## src/rtl/mips_mc_controller_if.sv

```systemverilog
// Control interface between the multi-cycle MIPS controller and its datapath.
// The controller (master) consumes op/funct/zero and drives every select and enable.
interface mips_mc_controller_if;
  logic [5:0] op;
  logic [5:0] funct;
  logic       zero;
  logic       pcen;
  logic       memwrite;
  logic       irwrite;
  logic       regwrite;
  logic       alusrca;
  logic       iord;
  logic       memtoreg;
  logic       regdst;
  logic [1:0] alusrcb;
  logic [1:0] pcsrc;
  logic [3:0] alucontrol;
  logic       illegal_op;
  logic [3:0] state_dbg;

  modport master (
    input  op, funct, zero,
    output pcen, memwrite, irwrite, regwrite, alusrca, iord, memtoreg, regdst,
    output alusrcb, pcsrc, alucontrol, illegal_op, state_dbg
  );

  modport slave (
    output op, funct, zero,
    input  pcen, memwrite, irwrite, regwrite, alusrca, iord, memtoreg, regdst,
    input  alusrcb, pcsrc, alucontrol, illegal_op, state_dbg
  );
endinterface

```

## src/rtl/mips_mc_controller.sv

```systemverilog
// Multi-cycle MIPS control unit: Moore FSM plus ALU decoder.
// Outputs decode from the current state; branch pcen additionally follows zero.
module mips_mc_controller #(
  parameter bit ILLEGAL_TRAP = 1'b0
) (
  input  logic                 clk,
  input  logic                 reset,
  mips_mc_controller_if.master bus
);

  typedef enum logic [3:0] {
    StFetch   = 4'd0,
    StDecode  = 4'd1,
    StMemAdr  = 4'd2,
    StMemRd   = 4'd3,
    StMemWb   = 4'd4,
    StMemWr   = 4'd5,
    StRtypeEx = 4'd6,
    StAluWb   = 4'd7,
    StBranch  = 4'd8,
    StAddiEx  = 4'd9,
    StAddiWb  = 4'd10,
    StJump    = 4'd11,
    StTrap    = 4'd12
  } state_e;

  localparam logic [5:0] OpRtype = 6'b000000;
  localparam logic [5:0] OpLw    = 6'b100011;
  localparam logic [5:0] OpSw    = 6'b101011;
  localparam logic [5:0] OpBeq   = 6'b000100;
  localparam logic [5:0] OpBne   = 6'b000101;
  localparam logic [5:0] OpAddi  = 6'b001000;
  localparam logic [5:0] OpSlti  = 6'b001010;
  localparam logic [5:0] OpJ     = 6'b000010;

  localparam logic [3:0] AluAnd = 4'b0000;
  localparam logic [3:0] AluOr  = 4'b0001;
  localparam logic [3:0] AluAdd = 4'b0010;
  localparam logic [3:0] AluSub = 4'b0110;
  localparam logic [3:0] AluSlt = 4'b0111;
  localparam logic [3:0] AluNor = 4'b1100;

  state_e state_q, state_d;

  logic       funct_legal;
  logic [3:0] funct_alu;
  logic       pcen, memwrite, irwrite, regwrite;
  logic       alusrca, iord, memtoreg, regdst, illegal_op;
  logic [1:0] alusrcb, pcsrc;
  logic [3:0] alucontrol;

  // Funct decode for R-type: ALU operation plus legality flag.
  always_comb begin
    funct_legal = 1'b1;
    funct_alu   = AluAdd;
    case (bus.funct)
      6'b100000: funct_alu = AluAdd;
      6'b100010: funct_alu = AluSub;
      6'b100100: funct_alu = AluAnd;
      6'b100101: funct_alu = AluOr;
      6'b100111: funct_alu = AluNor;
      6'b101010: funct_alu = AluSlt;
      default:   funct_legal = 1'b0;
    endcase
  end

  // Next-state selection; op/funct only matter in the decode-dependent states.
  always_comb begin
    state_d = StFetch;
    case (state_q)
      StFetch:  state_d = StDecode;
      StDecode: begin
        if (bus.op == OpLw || bus.op == OpSw) begin
          state_d = StMemAdr;
        end else if (bus.op == OpRtype && funct_legal) begin
          state_d = StRtypeEx;
        end else if (bus.op == OpBeq || bus.op == OpBne) begin
          state_d = StBranch;
        end else if (bus.op == OpAddi || bus.op == OpSlti) begin
          state_d = StAddiEx;
        end else if (bus.op == OpJ) begin
          state_d = StJump;
        end else begin
          state_d = ILLEGAL_TRAP ? StTrap : StFetch;
        end
      end
      StMemAdr:  state_d = (bus.op == OpSw) ? StMemWr : StMemRd;
      StMemRd:   state_d = StMemWb;
      StMemWb:   state_d = StFetch;
      StMemWr:   state_d = StFetch;
      StRtypeEx: state_d = StAluWb;
      StAluWb:   state_d = StFetch;
      StBranch:  state_d = StFetch;
      StAddiEx:  state_d = StAddiWb;
      StAddiWb:  state_d = StFetch;
      StJump:    state_d = StFetch;
      StTrap:    state_d = StTrap;
      default:   state_d = StFetch;
    endcase
  end

  // State register with synchronous reset.
  always_ff @(posedge clk) begin
    if (reset) begin
      state_q <= StFetch;
    end else begin
      state_q <= state_d;
    end
  end

  // Output decode from state; enables are suppressed for the whole reset cycle.
  always_comb begin
    pcen       = 1'b0;
    memwrite   = 1'b0;
    irwrite    = 1'b0;
    regwrite   = 1'b0;
    alusrca    = 1'b0;
    iord       = 1'b0;
    memtoreg   = 1'b0;
    regdst     = 1'b0;
    alusrcb    = 2'b00;
    pcsrc      = 2'b00;
    alucontrol = AluAdd;
    illegal_op = 1'b0;
    case (state_q)
      StFetch: begin
        alusrcb = 2'b01;
        irwrite = 1'b1;
        pcen    = 1'b1;
      end
      StDecode: begin
        alusrcb    = 2'b11;
        illegal_op = !((bus.op == OpLw) || (bus.op == OpSw) ||
                       (bus.op == OpRtype && funct_legal) ||
                       (bus.op == OpBeq) || (bus.op == OpBne) ||
                       (bus.op == OpAddi) || (bus.op == OpSlti) || (bus.op == OpJ));
      end
      StMemAdr: begin
        alusrca = 1'b1;
        alusrcb = 2'b10;
      end
      StMemRd: iord = 1'b1;
      StMemWb: begin
        memtoreg = 1'b1;
        regwrite = 1'b1;
      end
      StMemWr: begin
        iord     = 1'b1;
        memwrite = 1'b1;
      end
      StRtypeEx: begin
        alusrca    = 1'b1;
        alucontrol = funct_alu;
      end
      StAluWb: begin
        regdst   = 1'b1;
        regwrite = 1'b1;
      end
      StBranch: begin
        alusrca    = 1'b1;
        alucontrol = AluSub;
        pcsrc      = 2'b01;
        // beq takes the branch on equal, bne on not-equal.
        pcen       = (bus.op == OpBeq) ? bus.zero : !bus.zero;
      end
      StAddiEx: begin
        alusrca    = 1'b1;
        alusrcb    = 2'b10;
        alucontrol = (bus.op == OpSlti) ? AluSlt : AluAdd;
      end
      StAddiWb: regwrite = 1'b1;
      StJump: begin
        pcsrc = 2'b10;
        pcen  = 1'b1;
      end
      default: ;
    endcase
    if (reset) begin
      pcen     = 1'b0;
      memwrite = 1'b0;
      irwrite  = 1'b0;
      regwrite = 1'b0;
    end
  end

  assign bus.pcen       = pcen;
  assign bus.memwrite   = memwrite;
  assign bus.irwrite    = irwrite;
  assign bus.regwrite   = regwrite;
  assign bus.alusrca    = alusrca;
  assign bus.iord       = iord;
  assign bus.memtoreg   = memtoreg;
  assign bus.regdst     = regdst;
  assign bus.alusrcb    = alusrcb;
  assign bus.pcsrc      = pcsrc;
  assign bus.alucontrol = alucontrol;
  assign bus.illegal_op = illegal_op;
  assign bus.state_dbg  = state_q;

endmodule

```

## src/flat_wrapper.sv

```systemverilog
// flat-port wrapper written by rule: the top's interface ports become plain ports
module mips_mc_controller_flat 
#(
  parameter bit ILLEGAL_TRAP = 1'b0
)
  (clk, reset, bus_op, bus_funct, bus_zero, bus_pcen, bus_memwrite, bus_irwrite, bus_regwrite, bus_alusrca, bus_iord, bus_memtoreg, bus_regdst, bus_alusrcb, bus_pcsrc, bus_alucontrol, bus_illegal_op, bus_state_dbg);
  mips_mc_controller_if bus_i ();
  input  logic clk;
  input  logic reset;
  input wire logic [$bits(bus_i.op)-1:0] bus_op;
  input wire logic [$bits(bus_i.funct)-1:0] bus_funct;
  input wire logic [$bits(bus_i.zero)-1:0] bus_zero;
  output wire logic [$bits(bus_i.pcen)-1:0] bus_pcen;
  output wire logic [$bits(bus_i.memwrite)-1:0] bus_memwrite;
  output wire logic [$bits(bus_i.irwrite)-1:0] bus_irwrite;
  output wire logic [$bits(bus_i.regwrite)-1:0] bus_regwrite;
  output wire logic [$bits(bus_i.alusrca)-1:0] bus_alusrca;
  output wire logic [$bits(bus_i.iord)-1:0] bus_iord;
  output wire logic [$bits(bus_i.memtoreg)-1:0] bus_memtoreg;
  output wire logic [$bits(bus_i.regdst)-1:0] bus_regdst;
  output wire logic [$bits(bus_i.alusrcb)-1:0] bus_alusrcb;
  output wire logic [$bits(bus_i.pcsrc)-1:0] bus_pcsrc;
  output wire logic [$bits(bus_i.alucontrol)-1:0] bus_alucontrol;
  output wire logic [$bits(bus_i.illegal_op)-1:0] bus_illegal_op;
  output wire logic [$bits(bus_i.state_dbg)-1:0] bus_state_dbg;
  assign bus_i.op = bus_op;
  assign bus_i.funct = bus_funct;
  assign bus_i.zero = bus_zero;
  assign bus_pcen = bus_i.pcen;
  assign bus_memwrite = bus_i.memwrite;
  assign bus_irwrite = bus_i.irwrite;
  assign bus_regwrite = bus_i.regwrite;
  assign bus_alusrca = bus_i.alusrca;
  assign bus_iord = bus_i.iord;
  assign bus_memtoreg = bus_i.memtoreg;
  assign bus_regdst = bus_i.regdst;
  assign bus_alusrcb = bus_i.alusrcb;
  assign bus_pcsrc = bus_i.pcsrc;
  assign bus_alucontrol = bus_i.alucontrol;
  assign bus_illegal_op = bus_i.illegal_op;
  assign bus_state_dbg = bus_i.state_dbg;
  mips_mc_controller #(.ILLEGAL_TRAP(ILLEGAL_TRAP)) u_core (.clk(clk), .reset(reset), .bus(bus_i));
endmodule
```

## config.mk

```make
export PLATFORM = sky130hd
export DESIGN_NAME = mips_mc_controller_flat
export DESIGN_NICKNAME = d
export VERILOG_FILES = /design/src/rtl/mips_mc_controller_if.sv /design/src/rtl/mips_mc_controller.sv /design/src/flat_wrapper.sv
export SDC_FILE = /design/constraint.sdc
export NUM_CORES = 1
export LEC_CHECK = 0
export BUFFER_PORTS_ARGS = -buffer_cell sky130_fd_sc_hd__buf_2
export CAP_MARGIN = 10
export CORE_ASPECT_RATIO = 1.25
export CORE_MARGIN = 2
export CORE_UTILIZATION = 35
export DETAILED_ROUTE_END_ITERATION = 8
export PLACE_DENSITY = 0.65
export SYNTH_ARGS = -nofsm -noshare
export SYNTH_HDL_FRONTEND = slang
export SYNTH_SLANG_ARGS = --single-unit
```

## constraint.sdc

```tcl
create_clock -name clk -period 2.2 [get_ports clk]
set_input_delay 0.11 -clock clk [delete_from_list [all_inputs] [get_ports clk]]
set_output_delay 0.11 -clock clk [all_outputs]
set_load 0.03 [all_outputs]
```

## Word-level counts from Yosys, hierarchy flattened

Cells that the tools add are included.

- Reduce and logical (&&, ||, !) cells: 20
- Equal/unequal tests: 25
- Muxes and demuxes: 27

Operators by type and width:

| cell | count |
|---|---|
| 6-bit == test (second input constant) | 8 |
| 4-bit case mux with 7 select lines | 1 |
| 4-bit == test (second input constant) | 5 |
| 4-bit 2-to-1 mux | 5 |
| 4-bit case mux with 5 select lines | 1 |
| 4-bit by 3-bit == test with 1-bit output (second input constant) | 4 |
| 1-bit 2-to-1 mux | 14 |
| 6-bit by 3-bit == test with 1-bit output (second input constant) | 2 |
| 6-bit by 4-bit == test with 1-bit output (second input constant) | 2 |
| 4-bit case mux with 3 select lines | 1 |
| 1-bit logical OR | 9 |
| 4-bit by 2-bit == test with 1-bit output (second input constant) | 2 |
| 6-bit by 2-bit == test with 1-bit output (second input constant) | 1 |
| 6-bit zero test | 1 |
| 3-bit 2-to-1 mux | 2 |
| 2-bit case mux with 3 select lines | 1 |
| 2-bit OR reduction | 3 |
| 6-bit OR reduction | 1 |
| 4-bit by 1-bit == test with 1-bit output (second input constant) | 1 |
| 4-bit zero test | 1 |
| 2-bit case mux with 2 select lines | 1 |
| 4-bit OR reduction | 1 |
| 3-bit OR reduction | 1 |
| 1-bit zero test | 2 |
| 2 further kinds | 2 |

- Output and inout bits: 21
- Bits in registers: 4
- Input port bits: 15
- Logic and storage cells: 73

## Longest topological paths before layout

- Depth in word-level cells: 12
- Gate-level depth with buffers: 5
- Gate-level depth less buffers: 4

## Worst setup path after synthesis

Ideal clock, no wire load.

- Kind: register to output
- Start point: reg u_core.state_q[0], in the netlist u_core.bus.state_dbg[0]
- End point: out bus_illegal_op
- Data arrival time: 1.844 ns
- Required time: 2.090 ns
- Cell stages (with the launch flop): 5
- Path buffers: 1
- Path slack: 0.246 ns
- Cell sequence: dfxtp_1 -> buf_2 -> nand2b_4 -> a311o_1 -> nor3_1

- Cells in the longest elaborated chain, start to end: 2

Ends and longest elaborated chain:

| element | line | text |
|---|---|---|
| start, declared | mips_mc_controller.sv:43 | `state_e state_q, state_d;` |
| start signal, assigned | mips_mc_controller.sv:105 | `state_q <= StFetch;` |
| start signal, assigned | mips_mc_controller.sv:107 | `state_q <= state_d;` |
| 4-bit by 1-bit == test with 1-bit output | mips_mc_controller.sv:125 | `case (state_q)` |
| 1-bit 2-to-1 mux | mips_mc_controller.sv:125 |  |
| end, declared | flat_wrapper.sv:24 | `output wire logic [$bits(bus_i.illegal_op)-1:0] bus_illegal_op;` |

No other way between the ends.

## Worst setup path in the final report

- Start point: reg u_core.state_q[2], in the netlist u_core.bus.state_dbg[2]
- End point: out bus_alucontrol[2]

- Cells in the longest elaborated chain, start to end: 2
- Elaborated cells on any way between the ends: 4
- Classes of those cells: eq/ne (3); mux (1)

Ends and longest elaborated chain:

| element | line | text |
|---|---|---|
| 4-bit == test or 4-bit by 3-bit == test with 1-bit output (tied branches) | mips_mc_controller.sv:125 |  |
| 4-bit case mux with 3 select lines (*) | mips_mc_controller.sv:125 |  |
| end, declared | flat_wrapper.sv:23 | `output wire logic [$bits(bus_i.alucontrol)-1:0] bus_alucontrol;` |

Mark *: on every way between the ends. The rest lies on a longest branch, timed or not.

==> impl_metrics.tcl <==
set metrics [dict create \
    netlist.area_leader.share_pct 12.12 \
    grt_pass1_wl_mm 3.070 \
    cp_data_arrival_time_ps 1730 \
    synth-xor-area-share_pct 3.977 \
    die_w_um 42.86 \
    insertion_delay_ps 240 \
    first_global_vias 705 \
    layout_common_cells "buf_2 (35), nor2_1 (17), nor3_1 (10)" \
    grt_util_met2_pct 29.29 \
    ir_drop_uv 228.6 \
    synth_top_family_by_area "simple AND/OR/NAND/NOR gates" \
    yosys.area_share.simple_pct 45.08 \
    cp-start-kind "register" \
    cts_htree_levels 1 \
    hold_path_class "in2reg" \
    synth_area_leaders "dfxtp_1 (12%), nor2_1 (9.7%), nor3_1 (7.6%), nand2_1 (5.1%), nand2b_1 (4.7%)" \
    grt_max_degree 15 \
    coreArea_um2 1765 \
    rsz0062_at_grt "no" \
    synth-compound-area-share_pct 25.95 \
    met3_usage_pct 0 \
    ys_warn_count 0 \
    antenna_found_initial 0 \
    ios 36 \
    fin_worst_skew_ps 2.740 \
    drt-initial-drc-count 22 \
    r2r_slack_ps 700 \
    routed_wl_mm 1.759 \
    post_cts_buffers 0 \
    synth-async-reset-ratio_pct 0 \
    min_to "u_core.bus.state_dbg[3]" \
    dr.pass1.iters 4 \
    antenna_cells 0 \
    grt-busiest-layer "met2" \
    ant_nets 0 \
    synth_fa_ha_area_share_pct 0 \
    synth_cells 98 \
    period_share_pct 83.86 \
    yosysUniqueCellTypes 37 \
    hpwlAfterDp_mm 1.420 \
    fmax_mhz 542.0 \
    power.density_nw_per_um2 341.0 \
    r2r_start "u_core.bus.state_dbg[2]" \
    reg2reg_depth 4 \
    hold_depth 3 \
    route.detailed.wl_per_inst_um 11.73 \
    clock_sinks 4 \
    place_congestion 0.7966 \
    num-fill-cells 192 \
    cts-root-buf "clkbuf_4" \
    cts_made_buffers 3 \
    layout_commonest_cell "buf_2" \
    synthFlopType "dfxtp_1" \
    final_util_pct 47.70 \
    leakage_nw 0.3610 \
    cap_violations 0 \
    outcome "finished, final reports clean" \
    overflow 0 \
    clock_path_buffers 2 \
    drc 0 \
    synth_area_um2 660.6 \
    crit_start "u_core.bus.state_dbg[2]" \
    r2r_end "u_core.bus.state_dbg[2]" \
    finalSetupTns_ps 0 \
    start_util_pct 37.42 \
    fp-row-count 17 \
    dieHeight_um 52.58 \
    largest_reg_flops 4 \
    setup-violations-final 0 \
    grt_use_total_pct 16.68 \
    synth-edff-count 0 \
    cts_resized 0 \
    area_growth_pct 27.46 \
    grt_use_met1_pct 22.93 \
    cts_tree "yes" \
    endpoint_kind "output port" \
    syn_nets 113 \
    finalHoldViolCount 0 \
    avgViaCountPerCell 5.560 \
    min_from "reset" \
    drive_gt1_share_pct 32.82 \
    slew-limit-headroom_pct 68.02 \
    synth-seq-cells 4 \
    vias 834 \
    crit_path_max_fanout 14 \
    maxSlewViolCount 0 \
    min_period_ps 1845 \
    syn_avg_cell_area_um2 6.741 \
    crit_type "reg2out" \
    place.port_buffers 35 \
    clkTransAtPathRegs_ps 40 \
    yosysSeqAreaShare_pct 12.12 \
    synth_top_area_cell "dfxtp_1" \
    required_ps 2090 \
    die-area_um2 2253 \
    tightest_slew_ps 475.3 \
    fin_nets 148 \
    muxShareOfSynthArea_pct 4.545 \
    cts.hold.buffers_added 0 \
]
-- critical path, stage by stage (launching register included) --
cell and delay (ps):
dfxtp_1 590, nand2b_1 210, nor3_2 200, nand2_1 100, o221ai_1 160, buf_2 230
-- metal layers --
metal / part of all wire, % / vias to the layer above
met5: 0 / -
met4: 0.85 / 0
met3: 6.1 / 2
met2: 47 / 33
met1: 46 / 376
li1: - / 423
-- power breakdown --
part           switching (W)  internal (W)   total, W
clock network      0.0000302     0.0000610  0.0000912
registers         0.00000716     0.0000754  0.0000825
logic              0.0000709     0.0000425   0.000113
-- through the flow --
| step | cells | total power, W | setup slack, ps | hold WS, ps | area, um^2 |
|---|---|---|---|---|---|
| finish | 150 | 0.0002871 | 355.1 | 235.2 | 842.1 |
| global placement | 147 | 0.0001957 | 653.6 | 479.0 | 819.5 |
| floorplan | 98 | 0.0001591 | 245.8 | 275.3 | 660.6 |
| detailed placement | 147 | 0.0001969 | 605.3 | 477.0 | 819.5 |
| global route | 150 | 0.0003022 | 168.0 | 281.3 | 842.1 |
| CTS | 150 | 0.0002880 | 355.4 | 236.3 | 842.1 |
-- synth_stat cells, types with 2 or more instances --
cell type	instances
xnor2_1	3
buf_6	2
o21a_1	3
dfxtp_1	4
buf_2	2
nor3_1	10
o21ai_1	2
nand2b_1	5
nand4_1	3
inv_1	4
o31a_1	2
nand2_1	9
mux2i_1	3
nor2_1	17
o21ai_0	5
a211oi_1	2
and2_1	2
-- cells by family after synthesis --
kind of cell | after synthesis
compound gates | 23
flops | 4
simple gates | 56
xor+xnor | 3
buf+inv | 9
mux | 3
-- final cells by class --
| class | count | area, um^2 | area share (%) |
|---|---|---|---|
| multi-input cells | 85 | 525.5 | 62.41 |
| flip-flops and latches | 4 | 80.08 | 9.510 |
| well taps | 19 | 23.77 | 2.823 |
| inverters | 4 | 15.01 | 1.783 |
| repair buffers | 35 | 175.2 | 20.80 |
| clock buffers | 3 | 22.52 | 2.675 |
-- how the worst max path moves through the flow --
stage / endpoint / cells past startpoint
final: bus_alucontrol[2] / 5
after detailed placement: bus_alucontrol[2] / 5
after global placement: bus_alucontrol[2] / 5
after CTS: bus_alucontrol[2] / 5
after global routing: bus_alucontrol[2] / 5
after floorplan: bus_illegal_op / 4
Power figures use the tool's default switching activity.
